<file path="src/rtl/byte_unstriping_pkg.sv">
// Shared encodings and decode helpers for the multi-lane byte unstriper.
package byte_unstriping_pkg;

    typedef enum logic [1:0] {
        SZ_8     = 2'b00,
        SZ_16    = 2'b01,
        SZ_32    = 2'b10,
        SZ_8_ALT = 2'b11
    } size_e;

    typedef enum logic [1:0] {
        LN_X1 = 2'b00,
        LN_X2 = 2'b01,
        LN_X4 = 2'b10,
        LN_X8 = 2'b11
    } lane_e;

    localparam int WORD_W  = 32;
    localparam int ENTRY_W = WORD_W + 2;

    function automatic logic [2:0] bytes_of_mode(input logic [1:0] s);
        case (size_e'(s))
            SZ_16:   return 3'd2;
            SZ_32:   return 3'd4;
            default: return 3'd1;
        endcase
    endfunction

    function automatic logic [3:0] lanes_of_cnt(input logic [1:0] c);
        return 4'd1 << c;
    endfunction

    // The spare 11 encoding is reported downstream as the plain byte size.
    function automatic logic [1:0] size_code(input logic [1:0] s);
        return (size_e'(s) == SZ_8_ALT) ? 2'b00 : s;
    endfunction

endpackage

</file>
<file path="src/rtl/unstripe_fifo.sv">
// Word FIFO with registered head output; push and pop may coincide, even when full.
module unstripe_fifo
    import byte_unstriping_pkg::*;
#(
    parameter int DEPTH = 4,
    parameter int W     = ENTRY_W
) (
    input  logic         clk8,
    input  logic         reset,
    input  logic         push,
    input  logic [W-1:0] wdata,
    input  logic         pop,
    output logic [W-1:0] rdata,
    output logic         full,
    output logic         empty
);
    localparam int AW = $clog2(DEPTH);

    logic [W-1:0] mem [DEPTH];
    logic [AW-1:0] wr_ptr, rd_ptr, rd_next;
    logic [AW:0]   count, count_next, left;
    logic          do_push, do_pop;

    assign full = (count == (AW+1)'(DEPTH));

    always_comb begin
        do_pop     = pop && !empty;
        do_push    = push && (!full || do_pop);
        rd_next    = rd_ptr + AW'(do_pop);
        left       = count - (AW+1)'(do_pop);
        count_next = left + (AW+1)'(do_push);
    end

    always_ff @(posedge clk8) begin
        if (do_push) mem[wr_ptr] <= wdata;
    end

    // The head register follows the entry that will sit at rd_next after this edge.
    always_ff @(posedge clk8) begin
        if (reset) begin
            wr_ptr <= '0;
            rd_ptr <= '0;
            count  <= '0;
            empty  <= 1'b1;
            rdata  <= '0;
        end else begin
            wr_ptr <= wr_ptr + AW'(do_push);
            rd_ptr <= rd_next;
            count  <= count_next;
            empty  <= (count_next == '0);
            if (count_next == '0)
                rdata <= '0;
            else if (do_push && left == '0)
                rdata <= wdata;
            else
                rdata <= mem[rd_next];
        end
    end

endmodule

</file>
<file path="src/rtl/byte_unstriping_lanes.sv">
// Multi-lane byte unstriper and 8/16/32-bit gearbox feeding a valid/ready word FIFO.
module byte_unstriping_lanes
    import byte_unstriping_pkg::*;
#(
    parameter int LANES      = 4,
    parameter int FIFO_DEPTH = 4
) (
    input  logic               clk8,
    input  logic               reset,
    input  logic               enb,
    input  logic [LANES*8-1:0] lane_data,
    input  logic               in_valid,
    output logic               in_ready,
    input  logic [1:0]         lane_cnt,
    input  logic [1:0]         S,
    output logic [31:0]        out_data,
    output logic [1:0]         out_size,
    output logic               out_valid,
    input  logic               out_ready,
    output logic               cfg_err
);
    localparam int BUF_BYTES = (LANES > 4) ? LANES : 4;
    localparam int CW        = $clog2(BUF_BYTES + 1);
    localparam int IW        = $clog2(BUF_BYTES);

    logic [BUF_BYTES-1:0][7:0] byte_buf, buf_d;
    logic [CW-1:0]             cnt, cnt_d;
    logic [3:0]                lat_k, live_k, eff_k;
    logic [2:0]                lat_w, live_w, eff_w;
    logic [1:0]                lat_size;
    logic                      live_over, push, accept;
    logic                      fifo_full, fifo_empty;
    logic [31:0]               word;
    logic [ENTRY_W-1:0]        fifo_rdata;
    int                        shift, rem;

    // Live config only steers an empty buffer, so a word in flight never mixes sizes.
    always_comb begin
        live_over = lanes_of_cnt(lane_cnt) > 4'(LANES);
        live_k    = live_over ? 4'(LANES) : lanes_of_cnt(lane_cnt);
        live_w    = bytes_of_mode(S);
        eff_k     = (cnt == '0) ? live_k : lat_k;
        eff_w     = (cnt == '0) ? live_w : lat_w;
    end

    always_comb begin
        push     = enb && (int'(cnt) >= int'(eff_w)) && !fifo_full;
        shift    = push ? int'(lat_w) : 0;
        rem      = int'(cnt) - shift;
        in_ready = !reset && enb && (rem + int'(eff_k) <= BUF_BYTES);
        accept   = in_valid && in_ready;
    end

    // Oldest byte lands in the most significant byte of the active width.
    always_comb begin
        case (lat_w)
            3'd4:    word = {byte_buf[0], byte_buf[1], byte_buf[2], byte_buf[3]};
            3'd2:    word = {16'h0, byte_buf[0], byte_buf[1]};
            default: word = {24'h0, byte_buf[0]};
        endcase
    end

    always_comb begin
        buf_d = '0;
        for (int i = 0; i < BUF_BYTES; i++) begin
            if (i + shift < BUF_BYTES)
                buf_d[i] = byte_buf[IW'(i + shift)];
        end
        for (int j = 0; j < LANES; j++) begin
            if (accept && j < int'(eff_k))
                buf_d[IW'(rem + j)] = lane_data[8*j +: 8];
        end
        cnt_d = CW'(rem + (accept ? int'(eff_k) : 0));
    end

    always_ff @(posedge clk8) begin
        if (reset) begin
            byte_buf <= '0;
            cnt      <= '0;
            lat_k    <= 4'd1;
            lat_w    <= 3'd1;
            lat_size <= 2'b00;
            cfg_err  <= 1'b0;
        end else begin
            byte_buf <= buf_d;
            cnt      <= cnt_d;
            if (enb && cnt == '0) begin
                lat_k    <= live_k;
                lat_w    <= live_w;
                lat_size <= size_code(S);
                if (live_over) cfg_err <= 1'b1;
            end
        end
    end

    unstripe_fifo #(
        .DEPTH (FIFO_DEPTH),
        .W     (ENTRY_W)
    ) u_fifo (
        .clk8  (clk8),
        .reset (reset),
        .push  (push),
        .wdata ({lat_size, word}),
        .pop   (out_ready),
        .rdata (fifo_rdata),
        .full  (fifo_full),
        .empty (fifo_empty)
    );

    assign out_valid = !fifo_empty;
    assign out_size  = fifo_rdata[ENTRY_W-1 -: 2];
    assign out_data  = fifo_rdata[WORD_W-1:0];

endmodule

</file>
<file path="config.mk">
export PLATFORM = sky130hd
export DESIGN_NAME = byte_unstriping_lanes
export DESIGN_NICKNAME = d
export VERILOG_FILES = /design/src/rtl/byte_unstriping_pkg.sv /design/src/rtl/unstripe_fifo.sv /design/src/rtl/byte_unstriping_lanes.sv
export SDC_FILE = /design/constraint.sdc
export NUM_CORES = 1
export LEC_CHECK = 0
export CAP_MARGIN = 20
export CORE_MARGIN = 1
export CORE_UTILIZATION = 25
export CTS_BUF_LIST = sky130_fd_sc_hd__clkbuf_4
export DETAILED_ROUTE_END_ITERATION = 10
export GPL_ROUTABILITY_DRIVEN = 0
export GPL_TIMING_DRIVEN = 1
export PLACE_DENSITY = 0.51
export SYNTH_ARGS = -nofsm -noshare
export SYNTH_HDL_FRONTEND = slang
export SYNTH_SLANG_ARGS = --single-unit
</file>
<file path="constraint.sdc">
create_clock -name clk8 -period 11.2 [get_ports clk8]
set_clock_uncertainty 0.2 [all_clocks]
set_input_delay 2.24 -clock clk8 [delete_from_list [all_inputs] [get_ports clk8]]
set_output_delay 2.24 -clock clk8 [all_outputs]
set_load 0.02 [all_outputs]
</file>
==> After elaboration in Yosys (flattened, before gate mapping) <==
Memories as Yosys holds them, arrays and structs flattened.
Cells that the tools add are included.
{ "word_totals": {"reg_bits": 87, "in_bits": 41, "output_inout_bits": 37, "mem_bits_rw": 136, "n_memories": 1, "word_cells": 127} }
{ "memory_table": {"columns": ["name", "words", "width", "rd", "rd_clocked_by_memory_dff", "wr", "line", "source"], "rows": [
  ["u_fifo.mem", 4, 34, 1, 0, 1, "unstripe_fifo.sv:19", "logic [W-1:0] mem [DEPTH];"]
]} }
{ "op_classes": {"muxes": 43, "n_lt_le_gt_ge": 23, "n_reduce_logical": 26, "eq_ne": 6, "addsub": 13, "n_shift": 1} }
{ "ops": {"columns": ["op", "n"], "rows": [
  ["$bwmux W32", 4],
  ["$mux W32", 4],
  ["$mux W8", 16],
  ["$lt A32 B4 Y1 const B", 3],
  ["$bmux W8 S2", 4],
  ["$demux W8 S2", 4],
  ["$pmux W32 S2", 1],
  ["$mux W34", 1],
  ["$lt A2 B4 Y1 const B", 8],
  ["$logic_and A1 B1 Y1", 17],
  ["$logic_not A3 Y1", 3],
  ["$mux W3", 3],
  ["$add A2 B3 Y4 const A", 2],
  ["$ge A2 B1 Y1 const B", 4],
  ["$lt A1 B4 Y1 const A", 2],
  ["$lt A2 B4 Y1 const A", 2],
  ["$mux W4", 2],
  ["$add A4 B5 Y6", 1],
  ["$eq A3 B3 Y1 const B", 2],
  ["$le A6 B4 Y1 const B", 1],
  ["$pmux W3 S2", 1],
  ["$add A1 B3 Y4 const A", 1],
  ["$add A2 B1 Y2", 2],
  ["$add A2 B2 Y2 const B", 2],
  ["18 further kinds", 22]
]} }

==> Longest topological paths before layout <==
Gate-level depths: netlist of the first run.
{ "logic_depth": {"ltp_word": 20, "mapped_depth": 29} }

==> By module <==
A second synthesis of the first run with hierarchy kept.
{ "hier_totals": {"hier_cells": 916, "hier_area_um2": 11198.2} }
{ "modules_own_cells": {"columns": ["module", "n_inst", "area_each_um2", "seq_area_each_um2", "cells_each"], "rows": [
  ["unstripe_fifo", 1, 6581.3, 4924.7, 367],
  ["byte_unstriping_lanes", 1, 4616.9, 880.8, 549]
]} }

==> Least setup slack after synthesis of the first run <==
Ideal clock, no wire load.
{ "synth_path": {"path_kind": "input-to-output", "from": "input port S[0]", "to": "output port in_ready", "arrival_ns": 6.608, "path_slack_ns": 2.152, "cell_stages": 20, "path_cell_list": "inv_1 -> ha_1 -> nand2_1 -> nand2_1 -> ha_1 -> nand2b_1 -> a221o_1 -> and3_4 -> buf_6 -> nand2_4 -> inv_2 -> buf_2 -> ha_1 -> inv_1 -> fa_1 -> fa_1 -> or2_0 -> a221oi_2 -> a311oi_1 -> nor4_1"} }
{ "synth_via": {"elab_chain_len": 11} }
{ "synth_rtl": {"columns": ["item", "line", "source"], "rows": [
  ["from (decl)", "byte_unstriping_lanes.sv:15", "input logic [1:0] S,"],
  ["$eq A2 B2 Y1 or $eq A2 B1 Y1 (tied branches)", "byte_unstriping_pkg.sv:22", "case (size_e'(s))"],
  ["$pmux W3 S2 *", "byte_unstriping_pkg.sv:22", null],
  ["named net live_w[0]", "byte_unstriping_lanes.sv:29", "logic [2:0] lat_w, live_w, eff_w;"],
  ["$mux W3 *", "byte_unstriping_lanes.sv:43", "eff_w = (cnt == '0) ? live_w : lat_w;"],
  ["$ge A3 B3 Y1 *", "byte_unstriping_lanes.sv:47", "push = enb && (int'(cnt) >= int'(eff_w)) && !fifo_full;"],
  ["$logic_and A1 B1 Y1 * (2 in a row)", "byte_unstriping_lanes.sv:47", null],
  ["$mux W3 *", "byte_unstriping_lanes.sv:48", "shift = push ? int'(lat_w) : 0;"],
  ["$sub A3 B3 Y4 *", "byte_unstriping_lanes.sv:49", "rem = int'(cnt) - shift;"],
  ["$add A4 B5 Y6 *", "byte_unstriping_lanes.sv:50", "in_ready = !reset && enb && (rem + int'(eff_k) <= BUF_BYTES);"],
  ["$le A6 B4 Y1 *", "byte_unstriping_lanes.sv:50", null],
  ["$logic_and A1 B1 Y1 *", "byte_unstriping_lanes.sv:50", null],
  ["to (decl)", "byte_unstriping_lanes.sv:13", "output logic in_ready,"]
]} }
The timed path passes the listed nets; every way through them passes the cells marked *.

==> Final worst setup path of the first run <==
Ends and elaborated chain as after synthesis.

==> flow_summary.ini, run 1 <==
[status]
status = complete, no violations

[clock_network]
holdBufCountCts = 0
cts_setup_buffers = 0
cts_resized = 0
cts_tree = done
clk_latency_ps = 740
cts.sinks = 222
path_clk_slew_ps = 70
cts_buffer_depth = 3
cts_max_level = 2
cts_buffers = 60
cts-root-buf = clkbuf_4

[floorplan]
dieArea_sq_mm = 0.0437
die_y_um = 209
fp.dieW_um = 209
start_util_pct = 25.5
coreArea_sq_mm = 0.0421
num_rows = 75
io_pins = 78

[sta]
worst_slack_ps = 1190
rsz0062_at_grt = false
period_share_pct = 89.3
finalHoldViolCount = 0
min_period_ps = 10010
setup_viol = 0
timing.fmax_ghz = 0.0999
final-max-slew-violation-count = 0
relSlewSlack_pct = 38.2
worst_slew_pin_slew_ps = 921
hold_ws_ps = 288
tns_ps = 0

[critical_path]
start_kind = primary input
crit_top_cell = ha_1
crit_fanout = 18
critPathKind = primary input to output pin
cpPeakStageDelay_ps = 670
arrival_ps = 7570
crit_slowest_cell = clkdlybuf4s50_1
r2r.worst_path.cells = 22
cp_data_required_time_ps = 8760
crit_chain = clkdlybuf4s50_1 -> inv_1 -> ha_1 -> nand2_1 -> nand2_1 -> ha_1 -> nand2b_1 -> a221o_1 -> and3_4 -> nand2_4 -> inv_2 -> ha_1 -> inv_1 -> fa_1 -> fa_1 -> or2_0 -> a221oi_2 -> a311oi_1 -> nor4_1 -> clkdlybuf4s50_1
worstSetupEndpointType = output pin

[grt]
antenna_found_initial = 1
grt_pass1_wl_um = 45100
grt_overflow = 0
track_usage_pct = 13.4
grt_max_degree = 36
grt_pass1_vias = 7691

[synth]
ys_ff_latch = 222
synth_ff_type = edfxtp_1
yosysWarnings = 0
async_reset_ff_share_pct = 0
synth_area_per_cell_sq_um = 11.9
synth_nets = 978
ys_types = 65
ys_seq_area_share_pct = 54.1
synth-edff-count = 136
syn-instance-count = 904
syn_area_sq_mm = 0.0107

[route]
drt_iter0_markers = 678
viasPerCell = 4.78
firstDrtPassIters = 6
wire_per_inst_um = 18.1
ant_nets = 0
drc = 0
finalWirelength_um = 28900
vias = 7629

[hold_path]
holdPathStages = 2
hold_class = register to register

[place]
io_buffers = 77
pre_cts_ws_ps = 1200
dp_hpwl_um = 19700

[cells_and_area]
layout_common_cells = 144 x nand2_1, 136 x edfxtp_1, 95 x clkbuf_4, 86 x dfxtp_1, 77 x clkdlybuf4s50_1
nets = 1081
final_common_cell = nand2_1
syn_to_final_growth_pct = 20.3
drive_gt1_share_pct = 17.3

[power_and_ir_drop]
powerDensity_mw_per_mm2 = 247
cellLeakagePower_uw = 0.00472
total_power_uw = 3180
peakVddDrop_mv = 0.116

[run]
maxCapViolations = 0
==> flip-flops by register name, summed over array words and instances, names as in the netlist <==
signal,flops
u_fifo.mem,136
u_fifo.rdata,34
byte_buf,32
lat_k,4
cnt,3
lat_w,3
u_fifo.count,3
u_fifo.rd_ptr,2
u_fifo.wr_ptr,2
cfg_err,1
lat_size,1
u_fifo.empty,1
==> layout make-up <==
class | count | area, sq um
clock buffer | 95 | 713
sequential | 222 | 5810
antenna | 1 | 2.50
tap | 539 | 674
timing repair buffer | 89 | 861
inverter | 33 | 124
multi-input combinational | 601 | 4650
clock inverter | 15 | 68.8
fill | 4273 | 29200
==> where the power goes <==
group          leakage [uW]  internal, uW  switching [uW]
clock network      0.000466           384             334
logic               0.00218           533             760
registers           0.00207          1070             104
total               0.00472          1980            1200
==> final timing paths <==
check | startpoint | end | slack, ps
worst max register to register | cnt[1] | cnt[2] | 4620
worst min-delay path | cfg_err | cfg_err | 290
worst max-delay path | S[0] | in_ready | 1190
worst min register to register | cfg_err | cfg_err | 290
==> logic make-up (layout without fill, tap and decap cells) <==
kind of cell             count (synthesis)  count (layout)  share of synthesized area (%)
XOR/XNOR                                 8               8                          0.653
buffers and inverters                   81             232                           3.08
AND/OR/NAND/NOR                        280             280                           12.5
multiplexers                            80              80                           12.3
flip-flops                             222             222                           54.1
AO/OA/AOI/OAI                          200             200                           13.3
other                                    0               1                              0
adder cells (fa/ha/maj)                 33              33                           4.06
==> critical path: cells and delay by family <==
| family | cells | cell delay, ps |
|---|---|---|
| adder cells (fa/ha/maj) | 5 | 1880 |
| buffers and inverters | 5 | 1320 |
| AND/OR/NAND/NOR | 7 | 1180 |
| AO/OA/AOI/OAI | 3 | 930 |
==> metrics by stage <==
step	utilization [%]	cells	cell area, sq um
5_1_grt	30.6	1595	12900
4_1_cts	30.6	1594	12900
2_1_floorplan	-	904	10700
3_3_place_gp	28.7	1484	12100
3_5_place_dp	28.7	1484	12100
6_report	30.6	1595	12900
==> routing by layer <==
layer	track usage [%]	vias up	routed length, um
li1	-	3661	-
met1	18.6	3709	13800
met2	21.0	221	13100
met3	2.65	38	1530
met4	3.70	0	461
met5	0	-	0
==> synth_stat cells (4+ instances only) <==
cell / count / area, sq um
nand2_1: 144 / 541
edfxtp_1: 136 / 4080
dfxtp_1: 86 / 1720
a21oi_1: 56 / 280
mux4_2: 40 / 901
clkbuf_1: 34 / 128
ha_1: 30 / 375
nor2_1: 30 / 113
inv_1: 29 / 109
a22o_1: 26 / 228
mux2i_1: 25 / 250
o21ai_1: 25 / 125
a22oi_1: 24 / 180
nand3_1: 23 / 115
and2_1: 19 / 119
nor2b_1: 12 / 75.1
o221a_1: 11 / 124
a221o_1: 9 / 90.1
o211a_1: 9 / 90.1
a221oi_1: 8 / 70.1
mux2_2: 8 / 90.1
nor3_1: 8 / 40.0
mux2_1: 7 / 78.8
a211oi_1: 6 / 45.0
a31oi_1: 6 / 37.5
buf_2: 6 / 30.0
and3_1: 5 / 31.3
buf_1: 5 / 18.8
and4_1: 4 / 35.0
nor3_2: 4 / 40.0
nor4_1: 4 / 25.0
o21ai_0: 4 / 20.0
or3_1: 4 / 25.0
xnor2_1: 4 / 35.0
xor2_1: 4 / 35.0
(Power assumes the default switching activity.)
==> inputs of run 2 (changes only) <==
- clock period: 11.2 -> 10.1 ns (I/O delays scaled with it)
==> run 2 against run 1 <==
First-iteration DRC count shrank 9.1%; critical endpoint unchanged; flip-flop and latch count is the same; power grew 10%; hold slack lost 19 ps; via count shrank 0.16%; largest power group unchanged; non-clock buffer count grew 1; core utilization is essentially flat; largest cell class unchanged.
==> flow_summary.ini, run 2 (synthesized netlist as in run 1, its figures left out) <==
[sta]
timing.fmax_ghz = 0.106
tns_ps = 0
final-max-slew-violation-count = 0
rsz0062_at_grt = false
setup_viol = 0
worst_slew_pin_slew_ps = 879
relSlewSlack_pct = 41.4
period_share_pct = 93.8
finalHoldViolCount = 0
min_period_ps = 9470

[critical_path]
worstSetupEndpointType = output pin
crit_fanout = 18
critPathKind = primary input to output pin
arrival_ps = 7250
cp_data_required_time_ps = 7880
r2r_slack_ps = 3540
start_kind = primary input

[grt]
grt_pass1_vias = 7843
grt_overflow = 0
track_usage_pct = 13.4
grt.met3_usage_pct = 2.63
antenna_found_initial = 1
grt_use_met2_pct = 21.3
gr-max-usage-layer = met2
grt_pass1_wl_um = 45600
grt_max_degree = 36
met1_usage_pct = 18.5

[floorplan]
die_y_um = 209
io_pins = 78
fp.dieW_um = 209
start_util_pct = 25.5
coreArea_sq_mm = 0.0421
dieArea_sq_mm = 0.0437
num_rows = 75

[route]
finalWirelength_um = 29100
firstDrtPassIters = 5
drc = 0
wire_per_inst_um = 18.2
drt_iter0_markers = 616
viasPerCell = 4.76
vias = 7617
ant_nets = 0

[clock_network]
cts-root-buf = clkbuf_4
cts_buffer_depth = 3
clk_latency_ps = 710
holdBufCountCts = 0
cts.sinks = 222
cts_resized = 0
cts_max_level = 2
cts_buffers = 60
cts_tree = done
path_clk_slew_ps = 60
cts_setup_buffers = 0

[cells_and_area]
final_common_cell = nand2_1
nets = 1082
largest_reg_flops = 136
drive_gt1_share_pct = 17.2
syn_to_final_growth_pct = 20.3
reg_top3 = u_fifo.mem: 136 flops, u_fifo.rdata: 34 flops, byte_buf: 32 flops
layout_common_cells = 144 x nand2_1, 136 x edfxtp_1, 91 x clkbuf_4, 86 x dfxtp_1, 77 x clkdlybuf4s50_1
fill_cells = 4277
largest_register = u_fifo.mem

[power_and_ir_drop]
cellLeakagePower_uw = 0.00473
powerDensity_mw_per_mm2 = 272
netSwitchingPower_uw = 1330
clkPwrFrac_pct = 22.5
p_int_uw = 2190
peakVddDrop_mv = 0.119
swShare_pct = 37.8
pwr-share-comb_pct = 40.5
total_power_uw = 3510
p_seq_share_pct = 37.0

[status]
status = complete, no violations

[hold_path]
hold_class = register to register

[place]
io_buffers = 77
dp_hpwl_um = 20000

[run]
maxCapViolations = 0
==> run 2: metal layers <==
layer  vias to the layer above  part of all wire (%)
li1                       3658                     -
met1                      3698                    48
met2                       223                    45
met3                        38                   5.2
met4                         0                   1.7
met5                         -                     0
==> run 2: final timing paths <==
| kind | from | end | cells after the start |
|---|---|---|---|
| worst min register to register | cfg_err | cfg_err | 2 |
| worst max register to register | cnt[1] | cnt[2] | 22 |
| worst max-delay path | S[0] | in_ready | 20 |
| worst min-delay path | cfg_err | cfg_err | 2 |
==> run 2: worst max-delay path, cell delays in order <==
cell	delay, ps
clkdlybuf4s50_1	490
inv_1	60
ha_1	300
nand2_1	60
nand2_1	50
ha_1	260
nand2b_1	140
a221o_1	360
and3_4	230
nand2_4	90
inv_2	40
ha_1	170
inv_1	70
fa_1	600
fa_1	520
or2_0	240
a221oi_2	280
a311oi_1	250
nor4_1	330
clkdlybuf4s50_1	660
==> run 2: power groups by stage <==
| stage | clock (uW) | combinational, uW | sequential (uW) |
|---|---|---|---|
| global route | 870 | 1570 | 1320 |
| global placement | 0 | 1420 | 1310 |
| detailed placement | 0 | 1430 | 1320 |
| floorplan | 0 | 992 | 1320 |
| finish | 792 | 1420 | 1300 |
| CTS | 822 | 1440 | 1300 |
==> run 2: final cells by class <==
cell class | count | area [sq um] | area share (%)
well taps | 539 | 674 | 5.23
inverters | 33 | 124 | 0.960
multi-input cells | 601 | 4640 | 36.0
clock buffers | 91 | 683 | 5.30
repair buffers | 90 | 868 | 6.73
clock inverters | 23 | 101 | 0.786
flip-flops and latches | 222 | 5810 | 45.0
diodes | 1 | 2.50 | 0.0194
==> run 2: metrics by stage <==
stage	std cells	utilization, %	hold slack, ps	setup WS [ps]	area, sq um
finish	1600	30.6	269	626	12900
global route	1600	30.6	295	348	12900
detailed placement	1485	28.7	259	623	12100
CTS	1599	30.6	275	623	12900
global placement	1485	28.7	250	692	12100
floorplan	904	-	257	1490	10700
==> RTL edit: new RTL, flow settings as in run 1 <==
`byte_buf` no longer has a reset.
--- a/src/rtl/byte_unstriping_lanes.sv
+++ b/src/rtl/byte_unstriping_lanes.sv
@@ -75,14 +75,12 @@
 
     always_ff @(posedge clk8) begin
         if (reset) begin
-            byte_buf <= '0;
             cnt      <= '0;
             lat_k    <= 4'd1;
             lat_w    <= 3'd1;
             lat_size <= 2'b00;
             cfg_err  <= 1'b0;
         end else begin
-            byte_buf <= buf_d;
             cnt      <= cnt_d;
             if (enb && cnt == '0) begin
                 lat_k    <= live_k;
@@ -91,6 +89,10 @@
                 if (live_over) cfg_err <= 1'b1;
             end
         end
+    end
+
+    always_ff @(posedge clk8) begin
+        byte_buf <= buf_d;
     end
 
     unstripe_fifo #(
Check against the original RTL: no difference found for any inputs over 4 cycles, from zero or initial values and one cycle with reset high; that may be too few to reach the edited logic, so the function may still have changed.
==> RTL edit against run 1 <==
- utilization increased by 0.25 points
- via count increased by 4.3%
- wire length increased by 4.7%
- clock power increased by 3.5%
- sequential cell count unchanged
- design area increased by 1.5%
- area after synthesis increased by 1.1%
- setup slack got worse by 0.35 ns
- critical path depth increased by 3
- total power increased by 19%
==> RTL edit: results (changes against run 1) <==
sequential fraction of the synthesis area: 53.5% (-0.61 points)
synth cell count leaders: 136 x edfxtp_1, 126 x nand2_1, 86 x dfxtp_1
drt first pass iters: 6 (unchanged)
Worst-Skew Late Latency: 0.72 ns (-0.02 ns)
Post-synth EDFFs: 136 (unchanged)
first-pass GRT wire length: 47.1 mm (+4.4%)
Static Leak: 4.60 nW (-2.5%)
Port Buffers: 77 (unchanged)
setup bufs post-CTS: 0 (unchanged)
Ys Warns: 0 (unchanged)
Routed wire per std cell: 18.3 um (+0.81%)
Worst-Margin Slew: 0.997 ns (+0.0763 ns)
H-tree levels: 2 (unchanged)
largest net degree at the start of global routing: 38 (+5.6%)
vias in the first global route: 8075 (+5.0%)
Crit path largest cell delay: 0.80 ns (+0.13 ns)
post-CTS sizing: 0 (unchanged)
worst hold path class: reg -> reg
layout cells sized above 1: 18.4% (+1.1 points)
Worst-path clk slew: 0.06 ns
maximum clock path buffer count: 3 (unchanged)
setup_tns: 0 ns (unchanged)
synth top area cells: edfxtp_1 38%, dfxtp_1 16%, mux4_2 7.1%
Max VDD drop: 0.158 mV (+36%)
post-synthesis cell type count: 66 (+1.5%)
CTS Root Cell: clkbuf_4
GR Util All Layers: 13.7% (+0.38 points)
TritonCTS Buffers: 60 (unchanged)
status: complete, no violations
WP data arrival: 7.92 ns (+0.35 ns)
Slowest-stage cell, CP: fa_1
Via Count: 7960 (+4.3%)
async set-reset flop share out of synthesis: 0% (unchanged)
Nets: 1102 (+1.9%)
initial antenna violation count: 1 (unchanged)
DPL Wire Length: 20.6 mm (+4.7%)
Crit Path Max Fanout: 26 (+8)
top flop regs: u_fifo.mem x136, u_fifo.rdata x34, byte_buf x32
fillcell total: 4387 (+2.7%)
Placement Setup Slack: 0.850 ns (-0.346 ns)
Initial DRC Count: 579 (-15%)
Post-Syn Nets: 1002 (+2.5%)
## RTL edit: cells by family (layout without fill, tap and decap cells)
kind of cell	Yosys count	count (layout)	share of synthesized area, %
xor gates and xnor gates	10	10	0.807
other	0	1	0
AOI/OAI and AO/OA	236	236	14.9
buffers and inverters	75	226	3.10
muxes	86	86	12.0
adders and majority gates	33	33	4.01
DFF	222	222	53.5
and+or+nand+nor	266	266	11.6
## RTL edit: layer usage
metal  global-route usage [%]  part of all wire (%)
met5                        0                     0
met2                     21.6                    45
met1                     19.4                    49
met3                     2.43                   5.6
met4                     3.75                   1.1
## RTL edit: area by class of cell
class	count	area (sq um)	area share (%)
multi-input combinational	631	4770	36.4
timing repair buffer	90	868	6.63
clock inverter	14	75.1	0.574
tap	577	722	5.52
clock buffer	99	743	5.68
antenna	1	2.50	0.0191
sequential	222	5810	44.4
inverter	23	101	0.774
## RTL edit: worst max-delay path, delay by kind of cell
kind | cells | cell delay [ns]
AO/OA/AOI/OAI | 5 | 0.68
adder cells (fa/ha/maj) | 5 | 1.97
buffers and inverters | 7 | 1.82
AND/OR/NAND/NOR | 6 | 1.18
## RTL edit: where the power goes
part           total (mW)  switching [mW]  leakage, nW  internal [mW]
combinational        1.86            1.13         2.06          0.731
clock               0.742           0.339        0.494          0.402
sequential           1.17          0.0973         2.05           1.07
## RTL edit: final timing paths
check / startpoint / end / slack (ns) / cells past startpoint
setup / recovery: S[0] / in_ready / 0.84 / 23
hold / removal: cfg_err / cfg_err / 0.27 / 2
setup reg to reg: cnt[1] / byte_buf[4] / 4.16 / 21
hold reg to reg: cfg_err / cfg_err / 0.27 / 2
## RTL edit: per-stage QoR
step           total power [mW]  area [sq um]  utilization [%]  instances
3_5_place_dp               3.04         12300             28.9       1543
3_3_place_gp               3.03         12300             28.9       1543
2_1_floorplan              2.48         10800                -        928
6_report                   3.78         13100             30.9       1657
5_1_grt                    4.05         13100             30.9       1657
4_1_cts                    3.80         13100             30.9       1656
